$ cat config.mk
export PLATFORM = sky130hd
export DESIGN_NAME = cc_sidemonitor
export DESIGN_NICKNAME = d
export VERILOG_FILES = /design/src/rtl/cc_sidemonitor.sv
export SDC_FILE = /design/constraint.sdc
export NUM_CORES = 1
export LEC_CHECK = 0
export ABC_AREA = 1
export CAP_MARGIN = 20
export CORE_MARGIN = 5
export CORE_UTILIZATION = 40
export DETAILED_ROUTE_END_ITERATION = 7
export PLACE_DENSITY = 0.74
export SYNTH_ARGS = -nofsm -noshare
export SYNTH_HDL_FRONTEND = slang
export SYNTH_SLANG_ARGS = --single-unit
$ cat constraint.sdc
create_clock -name CC_SIDEMONITOR_CLOCK_50 -period 1.3 [get_ports CC_SIDEMONITOR_CLOCK_50]
set_clock_uncertainty 0.05 [all_clocks]
set_input_delay 0.26 -clock CC_SIDEMONITOR_CLOCK_50 [delete_from_list [all_inputs] [get_ports CC_SIDEMONITOR_CLOCK_50]]
set_output_delay 0.26 -clock CC_SIDEMONITOR_CLOCK_50 [all_outputs]
set_load 0.01 [all_outputs]
$ cat src/rtl/cc_sidemonitor.sv
// cc_sidemonitor: samples the player row on each game tick, flags edge contact,
// debounces it over HOLD ticks and latches a sticky side-crash until cleared.
module cc_sidemonitor #(
  parameter int SIDEMONITOR_DATAWIDTH = 8,
  parameter int SIDEMONITOR_HOLD      = 3,
  parameter int SIDEMONITOR_CNTWIDTH  = 4,
  parameter int SIDEMONITOR_MODE      = 0
) (
  input  logic                            CC_SIDEMONITOR_CLOCK_50,
  input  logic                            CC_SIDEMONITOR_RESET_InHigh,
  input  logic                            CC_SIDEMONITOR_sample_InHigh,
  input  logic                            CC_SIDEMONITOR_clear_InHigh,
  input  logic [SIDEMONITOR_DATAWIDTH-1:0] CC_SIDEMONITOR_data_InBUS,
  output logic                            CC_SIDEMONITOR_left_OutLow,
  output logic                            CC_SIDEMONITOR_right_OutLow,
  output logic                            CC_SIDEMONITOR_side_OutLow,
  output logic                            CC_SIDEMONITOR_crash_OutHigh,
  output logic [SIDEMONITOR_CNTWIDTH-1:0]  CC_SIDEMONITOR_count_OutBUS
);

  localparam int DW = SIDEMONITOR_DATAWIDTH;
  localparam int CW = SIDEMONITOR_CNTWIDTH;

  localparam logic [DW-1:0] leftOnly  = DW'(1) << (DW - 1);
  localparam logic [DW-1:0] rightOnly = DW'(1);
  localparam logic [CW-1:0] holdVal   = CW'(SIDEMONITOR_HOLD);
  localparam logic [CW-1:0] oneVal    = CW'(1);

  typedef enum logic [1:0] {
    IDLE,
    CONTACT,
    CRASH
  } state_t;

  state_t state;
  logic leftHit;
  logic rightHit;
  logic hit;
  logic [CW-1:0] countInc;

  always_comb begin
    leftHit  = 1'b0;
    rightHit = 1'b0;
    if (SIDEMONITOR_MODE == 0) begin
      leftHit  = (CC_SIDEMONITOR_data_InBUS == leftOnly);
      rightHit = (CC_SIDEMONITOR_data_InBUS == rightOnly);
    end else begin
      leftHit  = CC_SIDEMONITOR_data_InBUS[DW-1];
      rightHit = CC_SIDEMONITOR_data_InBUS[0];
    end
  end

  assign hit      = leftHit | rightHit;
  assign countInc = CC_SIDEMONITOR_count_OutBUS + oneVal;

  always_ff @(posedge CC_SIDEMONITOR_CLOCK_50) begin
    if (CC_SIDEMONITOR_RESET_InHigh) begin
      state                        <= IDLE;
      CC_SIDEMONITOR_count_OutBUS  <= '0;
      CC_SIDEMONITOR_left_OutLow   <= 1'b1;
      CC_SIDEMONITOR_right_OutLow  <= 1'b1;
      CC_SIDEMONITOR_side_OutLow   <= 1'b1;
      CC_SIDEMONITOR_crash_OutHigh <= 1'b0;
    end else begin
      CC_SIDEMONITOR_crash_OutHigh <= 1'b0;
      // edge flags track every sample, even while cleared or crashed
      if (CC_SIDEMONITOR_sample_InHigh) begin
        CC_SIDEMONITOR_left_OutLow  <= ~leftHit;
        CC_SIDEMONITOR_right_OutLow <= ~rightHit;
      end
      if (CC_SIDEMONITOR_clear_InHigh) begin
        state                       <= IDLE;
        CC_SIDEMONITOR_count_OutBUS <= '0;
        CC_SIDEMONITOR_side_OutLow  <= 1'b1;
      end else if (CC_SIDEMONITOR_sample_InHigh) begin
        unique case (state)
          IDLE: begin
            if (hit) begin
              CC_SIDEMONITOR_count_OutBUS <= oneVal;
              if (oneVal == holdVal) begin
                state                        <= CRASH;
                CC_SIDEMONITOR_side_OutLow   <= 1'b0;
                CC_SIDEMONITOR_crash_OutHigh <= 1'b1;
              end else begin
                state <= CONTACT;
              end
            end
          end
          CONTACT: begin
            if (hit) begin
              CC_SIDEMONITOR_count_OutBUS <= countInc;
              if (countInc == holdVal) begin
                state                        <= CRASH;
                CC_SIDEMONITOR_side_OutLow   <= 1'b0;
                CC_SIDEMONITOR_crash_OutHigh <= 1'b1;
              end
            end else begin
              state                       <= IDLE;
              CC_SIDEMONITOR_count_OutBUS <= '0;
            end
          end
          CRASH: begin
            state <= CRASH;
          end
          default: begin
            state                       <= IDLE;
            CC_SIDEMONITOR_count_OutBUS <= '0;
            CC_SIDEMONITOR_side_OutLow  <= 1'b1;
          end
        endcase
      end
    end
  end

endmodule
# After elaboration in Yosys (flattened, before gate mapping)
# Index checks and enable logic that the tools add are counted.
# word_totals
regBits,10
latchBits,0
ramBits,0
rom_bits,0
mem_count,0
# classes
add_sub_neg,1
multipliers,0
div_mod_pow,0
order_cmp,0
n_eq_ne,9
shifts,0
muxes,11
bitwise,8
reduce_logical,7
# ops
operator,n
4-bit one-hot mux with 3 select lines,1
8-bit by 1-bit == test with 1-bit output (second input constant),1
8-bit == test (second input constant),1
4-bit two-way mux,2
1-bit inverter,7
2-bit two-way mux,3
2-bit inequality test (second input constant),3
2-bit one-hot mux with 3 select lines,1
3-bit AND reduction,2
5-bit OR reduction,1
4-bit by 1-bit adder with 4-bit output (second input constant),1
4-bit by 2-bit == test with 1-bit output (second input constant),1
4-bit AND reduction,1
2-bit OR reduction,2
1-bit two-way mux,3
3-bit inequality test (second input constant),1
2-bit by 1-bit == test with 1-bit output (second input constant),1
2-bit == test (second input constant),1
2-bit zero test,1
1-bit one-hot mux with 2 select lines,1
1-bit OR,1

# Depth between registers and ports, before layout
# depth
depth_word,5
mapped_depth,11
ltp_nobuf,11

# Least setup slack after synthesis
# Ideal clock, no wire load.
# synth_path
kind,reg2reg
startpoint,reg CC_SIDEMONITOR_count_OutBUS[0]
endpoint,reg state[0]
t_arrival_ps,1208
required_time_ps,1137
slack_ps,-71
stages_incl_launch_ff,11
path_buffers,0
period_less_slack_ps,1371
path_cell_list,dfxtp_1 ha_1 inv_1 nand2_1 nand2_1 nor2_1 nand2_1 nand3_2 nand3_2 nor2_1 nor2_1
# synth_between
elab_chain_cells,4
# synth_rtl
element,line_no,rtl
from (decl),18,output logic [SIDEMONITOR_CNTWIDTH-1:0] CC_SIDEMONITOR_count_OutBUS
from (signal assigned),79,CC_SIDEMONITOR_count_OutBUS <= oneVal;
from (signal assigned),91,CC_SIDEMONITOR_count_OutBUS <= countInc;
4-bit by 1-bit adder with 4-bit output,54,assign countInc = CC_SIDEMONITOR_count_OutBUS + oneVal;
4-bit by 2-bit == test with 1-bit output,92,if (countInc == holdVal) begin
3-bit inequality test (no source line),n/a,
3-bit AND reduction (no source line),n/a,
to (signal assigned),58,state <= IDLE;
to (signal assigned),93,state <= CRASH;
to (signal assigned),98,state <= IDLE;
to (decl),35,state_t state;
# Every way passes these cells.
# A chain may end at the register's enable or synchronous reset.

# Worst setup path after layout
# Ends and elaborated chain as after synthesis.

==> metrics <==
global routing usage on met1 0.1772; WP data required between 1000 and 1500 ps; status finished, violations left; CP arrival about 1400 ps; WS Path Type reg2reg; Clock Sinks 10; HPWL after DPL roughly 1.2 mm; GRT overflow 0; GRT Util Overall 0.1531; met2 Usage GRT 0.2448; FP Rows 14; DRC Markers 0; final worst path period need about 1300 ps; EDFF count, synth 0; Die H about 50 um; Syn Inst Count slightly below 100; Layout area overhead 56.87%; # nets final 149; Ant. Diodes 0; Worst Hold Class reg2reg; sequential share of power 0.506; Critical Path End Type flop; Final WS setup -22.56 ps; CTS HTree Levels 1; internal cell power around 0.00046 W; Routed Antenna Nets 0; Worst slew margin 0.8293; Worst VDD drop roughly 0.45 mV; Synth cell types 21; starting density of the core 0.4245; initial antenna violation count 0; Root Driver clkbuf_4; Ports 20; CTS tree built; die width roughly 50 um; sw frac 0.2476; Core Footprint around 1500 um2; Clk pin slew, worst setup/hold paths roughly 60 ps; Clock Power Share 0.360; Initial DRC Count 11; Yosys reg bits 10; Clk Latency, worst-skew pair roughly 280 ps; fill cell count approximately 140; PortBufs 19; gr busiest metal met2; TritonCTS buffer count 3; Synthesis Warnings 0; die area about 2500 um2; part of the cycle the worst path needs 1.017; syn nets roughly 110; logic gate share of total power 0.134; wire per inst around 11 um; Final Max Tran Viols 0; FF-to-FF path depth 9; met3 Usage GRT 0.05621; vias in the first global route between 700 and 800; Placer Congestion 0.8226; maximum fanout along the worst path 5; Setup Viol. Count Final 1; FMAX 756.1 MHz; Syn Std Cell Area 646.9 um2; RSZ-0062 raised after global routing true; slew at the pin closest to its max-slew limit about 260 ps; max_cap viols 0; Seq/Total Area, Yosys 0.3095; Detailed Route WL 1.631 mm; largest net degree at the start of global routing 9; fraction of layout cells with a size suffix above 1 0.3233; pwr/cell area 600.0 nW/um2; Vias/cell approximately 4.8; mean post-synth cell area about 6.5 um2; failing checks setup timing; Startpoint Class flop; leak pwr ~0.49 nW; hold slack approximately 410 ps; Hold Path Depth 2; asr flop ratio synth 0; Final Util 0.6658; Final Hold Fails 0; via count between 700 and 800; NetSw roughly 0.00015 W; Pre-antenna DRT Iters 4; first-pass GRT wire length 2.953 mm; hold_buf cts 0; clk buf depth 2; Main synth FF type dfxtp_1
-- layout by cell type (no fill, tap or decap) --
master,Yosys,layout
nand2_1,27,23
inv_1,20,19
dlygate4sd2_1,0,15
nor2_1,13,12
buf_4,0,12
dfxtp_1,10,7
nand2_2,3,6
o21ai_1,4,3
clkbuf_4,0,3
clkdlybuf4s50_1,0,3
dfxtp_4,0,2
nor2_2,1,2
nand2_4,1,2
nand4_1,2,2
nand3_1,2,2
inv_2,1,2
nor2_4,2,2
nand3_2,3,2
nand3_4,1,2
o21ai_2,1,2
a21oi_1,2,2
ha_4,0,2
dfxtp_2,0,1
a21oi_2,1,1
nor3_1,1,1
a31oi_1,1,1
buf_2,1,1
buf_6,0,1
-- per-layer routing --
metal  up-vias  part of all wire
met5         -                 0
met4         0             0.020
met3         3             0.063
met2        19              0.50
met1       319              0.41
li1        369                 -
-- power groups by stage --
| stage | Sequential [W] | Combinational [W] | Clock (W) |
|---|---|---|---|
| floorplan | 0.000320 | 0.0000331 | 0 |
| global placement | 0.000319 | 0.0000894 | 0 |
| detailed placement | 0.000319 | 0.0000904 | 0 |
| CTS | 0.000308 | 0.0000821 | 0.000229 |
| global route | 0.000308 | 0.0000925 | 0.000245 |
| finish | 0.000308 | 0.0000819 | 0.000219 |
-- cell families (layout without fill, tap and decap cells) --
group	count (synthesis)	count (layout)	synth area share
AO/OA/AOI/OAI	9	9	0.08319
buffers and inverters	22	56	0.1296
adder cells (fa/ha/maj)	2	2	0.03868
flip-flops	10	10	0.3095
AND/OR/NAND/NOR	56	56	0.4391
-- cell type report --
type	instances	area (um2)	area share
Multi-Input combinational cell	67	416.7	0.4106
Timing Repair Buffer	32	267.8	0.2639
Sequential cell	10	209.0	0.2059
Inverter	21	78.83	0.07768
Clock buffer	3	22.52	0.02219
Tap cell	16	20.02	0.01973
-- per-stage QoR --
step           setup TNS [ps]  setup WS, ps   power, W  cells  cell area, um2
4_1_cts                -73.71        -66.90  0.0006187    149           997.2
3_3_place_gp            -2361        -336.0  0.0004083    141           914.6
3_5_place_dp            -2496        -349.8  0.0004095    141           914.6
6_report               -22.56        -22.56  0.0006088    149            1015
2_1_floorplan               0         16.45  0.0003535     99           649.4
5_1_grt                -282.4        -134.7  0.0006452    149            1015
-- state kept, by name, summed over array words and instances (netlist names) --
name                          count
CC_SIDEMONITOR_count_OutBUS       4
CC_SIDEMONITOR_right_OutLow       1
CC_SIDEMONITOR_crash_OutHigh      1
CC_SIDEMONITOR_side_OutLow        1
state                             2
CC_SIDEMONITOR_left_OutLow        1
-- worst paths after layout --
check	startpoint	to	slack, ps
max	CC_SIDEMONITOR_count_OutBUS[0]	state[0]	-20
min	CC_SIDEMONITOR_side_OutLow	CC_SIDEMONITOR_side_OutLow	410
min reg2reg	CC_SIDEMONITOR_side_OutLow	CC_SIDEMONITOR_side_OutLow	410
max reg2reg	CC_SIDEMONITOR_count_OutBUS[0]	state[0]	-20
-- cell usage after synthesis (2+ instances only) --
cell,count,area [um2]
a21oi_1,2,10.01
dfxtp_1,10,200.2
ha_1,2,25.02
inv_1,20,75.07
nand2_1,27,101.4
nand2_2,3,18.77
nand3_1,2,10.01
nand3_2,3,30.03
nand4_1,2,12.51
nor2_1,13,48.80
nor2_4,2,22.52
o21ai_1,4,20.02
-- worst max-delay path, cell delays in order, from the launching register on --
cell and delay, ps:
dfxtp_4 370, inv_1 110, ha_4 140, inv_2 30, nor2_2 100, nand2_2 80
nand3_2 80, nand3_2 70, nor2_1 110, nor2_1 60
-- timing repair --
action | in CTS | in global routing
cloned | 0 | 0
endpoints found under the setup margin | 15 | 9
gates resized for setup | 28 | 8
endpoints found under the hold margin | 0 | 0
setup buffers | 5 | 0
pin swaps | 20 | 5
Power figures use the tool's default switching activity.
